## config.mk

```make
export PLATFORM = sky130hd
export DESIGN_NAME = hack_cpu_core
export DESIGN_NICKNAME = d
export VERILOG_FILES = /design/src/rtl/hack_cpu_core.sv
export SDC_FILE = /design/constraint.sdc
export NUM_CORES = 1
export LEC_CHECK = 0
export ABC_AREA = 1
export BUFFER_PORTS_ARGS = -buffer_cell sky130_fd_sc_hd__buf_2
export CORE_MARGIN = 5
export CORE_UTILIZATION = 40
export CTS_BUF_LIST = sky130_fd_sc_hd__clkbuf_4 sky130_fd_sc_hd__clkbuf_8 sky130_fd_sc_hd__clkbuf_16
export CTS_CLUSTER_DIAMETER = 150
export DETAILED_ROUTE_END_ITERATION = 12
export RECOVER_POWER = 50
export SLEW_MARGIN = 20
export SYNTH_ARGS = -nofsm -noshare
export SYNTH_HDL_FRONTEND = slang
export SYNTH_SLANG_ARGS = --single-unit
```

## constraint.sdc

```tcl
create_clock -name clk -period 3.8 [get_ports clk]
set_input_delay 0.57 -clock clk [delete_from_list [all_inputs] [get_ports clk]]
set_output_delay 0.57 -clock clk [all_outputs]
set_load 0.02 [all_outputs]
```

## src/rtl/hack_cpu_core.sv

```systemverilog
//------------------------------------------------------------------------------
// Module   : hack_cpu_core
// Purpose  : Hack CPU decode/control with A, D, PC registers around the ALU.
// Revision : 1.0
//------------------------------------------------------------------------------
`default_nettype none

module hack_alu (
  output logic [15:0] out,
  output logic        zr,
  output logic        ng,
  input  logic [15:0] x,
  input  logic [15:0] y,
  input  logic        zx,
  input  logic        nx,
  input  logic        zy,
  input  logic        ny,
  input  logic        f,
  input  logic        no
);

  logic [15:0] w_x_z;
  logic [15:0] w_x_n;
  logic [15:0] w_y_z;
  logic [15:0] w_y_n;
  logic [15:0] w_fn;

  always_comb begin
    w_x_z = zx ? 16'h0000 : x;
    w_x_n = nx ? ~w_x_z : w_x_z;
    w_y_z = zy ? 16'h0000 : y;
    w_y_n = ny ? ~w_y_z : w_y_z;
    w_fn  = f ? (w_x_n + w_y_n) : (w_x_n & w_y_n);
    out   = no ? ~w_fn : w_fn;
    zr    = (out == 16'h0000);
    ng    = out[15];
  end

endmodule

module hack_cpu_core #(
  parameter int unsigned PC_W     = 15,
  parameter int unsigned RESET_PC = 0
) (
  input  logic            clk,
  input  logic            reset,
  input  logic            stall,
  input  logic [15:0]     instruction,
  input  logic [15:0]     inM,
  output logic [15:0]     outM,
  output logic            writeM,
  output logic [PC_W-1:0] addressM,
  output logic [PC_W-1:0] pc
);

  localparam logic [PC_W-1:0] c_reset_pc = RESET_PC[PC_W-1:0];
  localparam logic [PC_W-1:0] c_pc_one   = {{(PC_W-1){1'b0}}, 1'b1};

  logic [15:0]     r_a;
  logic [15:0]     r_d;
  logic [PC_W-1:0] r_pc;

  logic            w_is_c;
  logic            w_dest_a;
  logic            w_dest_d;
  logic            w_dest_m;
  logic            w_jump;
  logic [15:0]     w_y;
  logic [15:0]     w_alu_out;
  logic            w_alu_zr;
  logic            w_alu_ng;
  logic            w_unused_bits;

  assign w_is_c   = instruction[15];
  assign w_dest_a = instruction[5];
  assign w_dest_d = instruction[4];
  assign w_dest_m = instruction[3];
  assign w_y      = instruction[12] ? inM : r_a;

  // Opcode bits [14:13] carry no meaning for this core.
  assign w_unused_bits = ^instruction[14:13];

  hack_alu u_alu (
    .out (w_alu_out),
    .zr  (w_alu_zr),
    .ng  (w_alu_ng),
    .x   (r_d),
    .y   (w_y),
    .zx  (instruction[11]),
    .nx  (instruction[10]),
    .zy  (instruction[9]),
    .ny  (instruction[8]),
    .f   (instruction[7]),
    .no  (instruction[6])
  );

  assign w_jump = w_is_c & ((instruction[2] & w_alu_ng) |
                            (instruction[1] & w_alu_zr) |
                            (instruction[0] & ~w_alu_ng & ~w_alu_zr));

  assign outM     = w_alu_out;
  assign writeM   = w_is_c & w_dest_m & ~stall & ~reset;
  assign addressM = r_a[PC_W-1:0];
  assign pc       = r_pc;

  // Jump target uses the pre-writeback A, so "A=...;JMP" branches to the old A.
  always_ff @(posedge clk) begin
    if (reset) begin
      r_a  <= 16'h0000;
      r_d  <= 16'h0000;
      r_pc <= c_reset_pc;
    end else if (!stall) begin
      if (!w_is_c) begin
        r_a <= instruction;
      end else begin
        if (w_dest_a) r_a <= w_alu_out;
        if (w_dest_d) r_d <= w_alu_out;
      end
      r_pc <= w_jump ? r_a[PC_W-1:0] : (r_pc + c_pc_one);
    end
  end

endmodule

`default_nettype wire
```

## Word level (Yosys, flattened, before mapping)

Cells that the tools add are included.

| word-level totals | value |
|---|---|
| bits in registers | 47 |
| bits of input ports | 35 |
| output and inout bits | 47 |
| word-level logic and storage cells | 37 |

| operators by class | value |
|---|---|
| add/subtract/negate cells | 2 |
| equality and inequality tests | 1 |
| mux-type cells | 10 |
| bitwise operators | 18 |
| reductions and logical operators | 3 |

Operator list:

| cell | count |
|---|---|
| 16-bit two-way mux | 9 |
| 16-bit inverter | 3 |
| 16-bit adder | 1 |
| 16-bit bitwise AND | 1 |
| 16-bit logical NOT | 1 |
| 15-bit by 1-bit adder with 15-bit output, second input constant | 1 |
| 15-bit two-way mux | 1 |
| 1-bit bitwise AND | 8 |
| 1-bit inverter | 4 |
| 3-bit AND reduction | 1 |
| 2-bit inequality test, second input constant | 1 |
| 1-bit bitwise OR | 2 |
| 2-bit AND reduction | 1 |

## Depth between registers and ports, before layout

| logic depth | value |
|---|---|
| word-level depth | 14 |
| gate-level depth with buffers | 28 |
| depth with buffers taken out | 27 |

## Modules after synthesis

From an unflattened synthesis, not the netlist that was laid out.

| unflattened totals | value |
|---|---|
| cell total of the unflattened synthesis | 833 |
| area total of the unflattened synthesis | 4,717.0 µm² |

Modules (own cells, without submodules):

| module | times used | cells an instance | area each (µm²) | sequential area each (µm²) |
|---|---|---|---|---|
| hack_cpu_core | 1 | 414 | 2,627.5 | 940.9 |
| hack_alu | 1 | 419 | 2,089.5 | 0.0 |

## Worst setup path after synthesis

OpenSTA, ideal clock, no wires.

| path | value |
|---|---|
| path kind | input port to flip-flop |
| from | in instruction[10] |
| to | reg r_pc[8] (netlist: pc[8]) |
| setup time | 0.117 ns |
| arrival | 3.758 ns |
| required time | 3.683 ns |
| setup slack | -0.075 ns |
| cell stages on the path | 25 |
| path buffers | 3 |
| path through | clkbuf_1 -> clkbuf_1 -> xor2_1 -> inv_1 -> ha_1 -> fa_1 -> inv_1 -> nand2_1 -> nand3_1 -> o21ai_0 -> nand2_1 -> nand2_1 -> nor2_1 -> nand3_1 -> nor2_1 -> nand2_1 -> nor2_1 -> nand3_1 -> nand2_2 -> nand3_4 -> buf_6 -> nand3_1 -> nand2_1 -> nor2_1 -> nor2_1 |

| on the way | value |
|---|---|
| longest elaborated chain between the ends | 11 |
| elaborated cells between the ends (all ways) | 17 |
| those cells by class | add/sub: 1; mux: 4; bitwise: 11; reduce/logical: 1 |

Ends and longest elaborated chain:

| item | RTL line | RTL |
|---|---|---|
| from (decl) | 48 | `input logic [15:0] instruction,` |
| 16-bit two-way mux * | 30 | `w_x_n = nx ? ~w_x_z : w_x_z;` |
| 16-bit adder or 16-bit bitwise AND (tied branches) | 33 | `w_fn = f ? (w_x_n + w_y_n) : (w_x_n & w_y_n);` |
| 16-bit two-way mux * | 33 |  |
| 16-bit inverter | 34 | `out = no ? ~w_fn : w_fn;` |
| 16-bit two-way mux * | 34 |  |
| via outM[2] | 50 | `output logic [15:0] outM,` |
| 16-bit logical NOT * | 35 | `zr = (out == 16'h0000);` |
| 1-bit bitwise AND or 1-bit inverter (tied branches) | 98, 99 |  |
| 1-bit bitwise OR or 1-bit bitwise AND (tied branches) | 97, 99 |  |
| 1-bit bitwise OR * | 98 | `(instruction[1] & w_alu_zr) \|` |
| 1-bit bitwise AND * | 97 | `assign w_jump = w_is_c & ((instruction[2] & w_alu_ng) \|` |
| 15-bit two-way mux * | 119 | `r_pc <= w_jump ? r_a[PC_W-1:0] : (r_pc + c_pc_one);` |
| to (signal assigned) | 111 | `r_pc <= c_reset_pc;` |
| to (signal assigned) | 119 |  |
| to (decl) | 61 | `logic [PC_W-1:0] r_pc;` |

Mark *: on every way through the listed nets, which the timed path passes. The rest lies on a longest branch.
A chain may end at the register's enable or synchronous reset.

## Worst setup path in the final report

| path | value |
|---|---|
| from | in instruction[12] |
| to | out outM[14] |

| on the way | value |
|---|---|
| longest elaborated chain between the ends | 8 |
| elaborated cells between the ends (all ways) | 9 |
| those cells by class | add/sub: 1; mux: 5; bitwise: 3 |

Ends and longest elaborated chain:

| item | RTL line | RTL |
|---|---|---|
| 16-bit two-way mux * | 78 | `assign w_y = instruction[12] ? inM : r_a;` |
| 16-bit two-way mux * | 31 | `w_y_z = zy ? 16'h0000 : y;` |
| 16-bit inverter | 32 | `w_y_n = ny ? ~w_y_z : w_y_z;` |
| 16-bit two-way mux * | 32 |  |
| 16-bit adder or 16-bit bitwise AND (tied branches) | 33 |  |
| 16-bit two-way mux * | 33 |  |
| 16-bit inverter | 34 |  |
| 16-bit two-way mux * | 34 |  |
| to (decl) | 50 |  |

Mark *: on every way between the ends. The rest lies on a longest branch, timed or not.

==> results.ini <==
[timing]
worst_pin_slew_ps=1900
max_freq_mhz=277
final.min_clock_period_ps=3610
setup_violations=0
relSlewSlack_pct=-27.4
tns_ps=0
period_share_pct=95.1
clock_skew_ps=4.82
finalHoldViolCount=0
drv_slew=29

[clock_tree]
cts_inserted_buffers=5
hold_buffers=0
insertion_delay_ps=300
cts_tree=built
cts_resized=0
htree_levels=2
cts_root_buffer=clkbuf_16
post_cts_buffers=0
clk_pin_slew_worst_paths_ps=70
clkSinkCount=47
clockBufferDepth=2

[finish]
postLayoutCoreUtil_pct=47.6
nNetsFinal=936
final_common_cell=nand2_1
drive_gt1_share_pct=14.5
final_area_sq_um=5480
area_growth_pct=15.5
fillCellCount=1284
antenna_cells=0
final_cell_mix=217 x nand2_1, 116 x inv_1, 86 x nand3_1

[outcome]
status=complete, but fails checks
violations=capacitance limit, slew limit

[placed_design]
placed_area_sq_um=5320
dp_hpwl_mm=11.0
globalplace.congestion=0.871
portBuffers=81

[critical_path]
cp_slowest_stage_delay_ps=390
end_kind=output pin
cp.arrival_ps=3040
crit_family=simple AND/OR/NAND/NOR gates
start_kind=input pin
crit_top_cell=nand3_1
rr_worst_depth=21
ff2ff_setup_slack_ps=440
cp_num_cells=18
crit_fanout=16
path_cells=buf_2 > inv_1 > buf_4 > a21oi_1 > o21ai_0 > xor2_1 > ha_1 > nand2_1 > nor2_1 > and2_1 > nand2_2 > nand3_1 > nand3_1 > nand3_1 > nand2_2 > buf_4 > inv_1 > buf_2
path_class=input pin to output pin
cp.required_ps=3230
critPathBufInv=6
slowest_stage=ha_1

[routing]
post-route-drc-count=0
wl_per_cell_um=13.8
viasPerCell=5.01
first_pass_iters=4
ant_nets=0
drt-total-wl_mm=14.2
drtIter0Drc=446
vias=5147

[synthesis]
avgSynthCellArea_sq_um=5.82
yosys-top-cells-area=dfxtp_1 20%, nand2_1 17%, inv_1 9.3%
yosysTopAreaCellShare_pct=19.8
synth_cell_types=33
synthCells=815
syn-cell-area_sq_um=4740
syn_nets=868
synth_edf_count=0
synthFlopType=dfxtp_1
synth-async-reset-ratio_pct=0
yosysTopAreaCell=dfxtp_1
yosysSeqAreaShare_pct=19.8
yosysWarnings=0
yosys_register_bits=47

[grt]
grt_pass1_vias=4865
grt_overflow=0
antenna_found_initial=0
grt_pass1_wl_mm=23.7
grt_max_degree=44
track_usage_pct=20.1

[pwr]
p_sw_share_pct=41.9
comb_power_share_pct=46.4
p_leak_nw=2.82
switchingPower_uw=847
finalPower_mw=2.02
intPower_mw=1.17
p_seq_share_pct=27.7
pwr-share-clk_pct=25.9
vdd_drop_max_mv=0.169
power_density_nw_per_um2=369

[floorplanning]
die_area_sq_um=14100
die_y_um=119
initial_core_util_pct=41.2
core-area_sq_um=11500
core.rowCount=39
io_pins=82
dieWidth_um=119

[run]
drv_cap=1

[worst_hold_path]
hold_path.class=flop to flop
whs_path_depth=2

[metrics by stage]
| stage | std cells | setup WS [ps] | hold slack (ps) |
|---|---|---|---|
| 6_report | 1027 | 186 | 470 |
| 5_1_grt | 1027 | -10.0 | 503 |
| 4_1_cts | 1027 | 99.8 | 472 |
| 3_5_place_dp | 1019 | -5.87 | 461 |
| 3_3_place_gp | 1019 | 47.4 | 459 |
| 2_1_floorplan | 815 | 83.2 | 446 |
[cell families after synthesis]
| logic type | synth area share, % |
|---|---|
| and+or+nand+nor | 37.0 |
| AOI/OAI and AO/OA | 13.6 |
| buffers and inverters | 15.8 |
| adders and majority gates | 4.91 |
| xor gates and xnor gates | 8.87 |
| DFF | 19.8 |
[sequential cells by signal, indices dropped and copies added, names as in the netlist]
| name | cells |
|---|---|
| r_a | 16 |
| pc | 15 |
| r_d | 16 |
[layer usage]
metal  global-route usage, %  vias to the layer above  share of wire (%)
li1                        -                     2681                  -
met5                       0                        -                  0
met1                    28.1                     2316                 49
met3                    2.99                       15                5.6
met4                    4.13                        0                1.4
met2                    33.2                      135                 44
[cell usage after synthesis (3+ instances only)]
cell type  instances
nand2_2           14
o21ai_0           52
a21oi_2            6
xnor2_1            5
a21oi_1           40
buf_1              4
nand2_1          220
buf_2              4
buf_4             17
nand3_1           86
xor2_1            43
inv_1            118
and2_1             3
nor2_1            73
nand4_1            7
ha_1              17
dfxtp_1           47
a21boi_0           4
clkbuf_1          25
or2_2              3
a221oi_1           6
o211ai_1           6
[power groups by stage]
stage,clock [mW],sequential [mW],combinational [mW]
floorplan,0,0.576,0.656
global placement,0,0.571,0.930
detailed placement,0,0.571,0.929
CTS,0.531,0.559,0.933
global route,0.554,0.565,1.06
finish,0.522,0.560,0.938
[final timing paths]
check,start,to
max,instruction[12],outM[14]
min reg2reg,r_a[15],r_a[15]
min,r_a[15],r_a[15]
max reg2reg,r_a[0],pc[14]
[worst register-to-register path: stages, from the launching register on]
cell      delay (ps)
dfxtp_1          370
inv_1             70
a21oi_1          110
o21ai_0          120
xor2_1           160
ha_1             230
fa_2             520
nand2_1           40
nand2_1           90
xor2_1           180
nand2_1           70
nor2_1           100
nand3_1           80
nor2_1           150
nand2_1           80
nor2_1           130
nand4_1          170
nand3_4          150
buf_12           160
a21boi_0          90
nor2_1           130
nor2_1            40
[layout make-up]
| type | count | area [sq um] | area share, % |
|---|---|---|---|
| Tap cell | 143 | 179 | 3.27 |
| Timing Repair Buffer | 114 | 646 | 11.8 |
| Clock inverter | 3 | 43.8 | 0.800 |
| Multi-Input combinational cell | 594 | 3090 | 56.4 |
| Sequential cell | 47 | 941 | 17.2 |
| Inverter | 121 | 454 | 8.29 |
| Clock buffer | 5 | 125 | 2.28 |
Power figures use the tool's default switching activity.
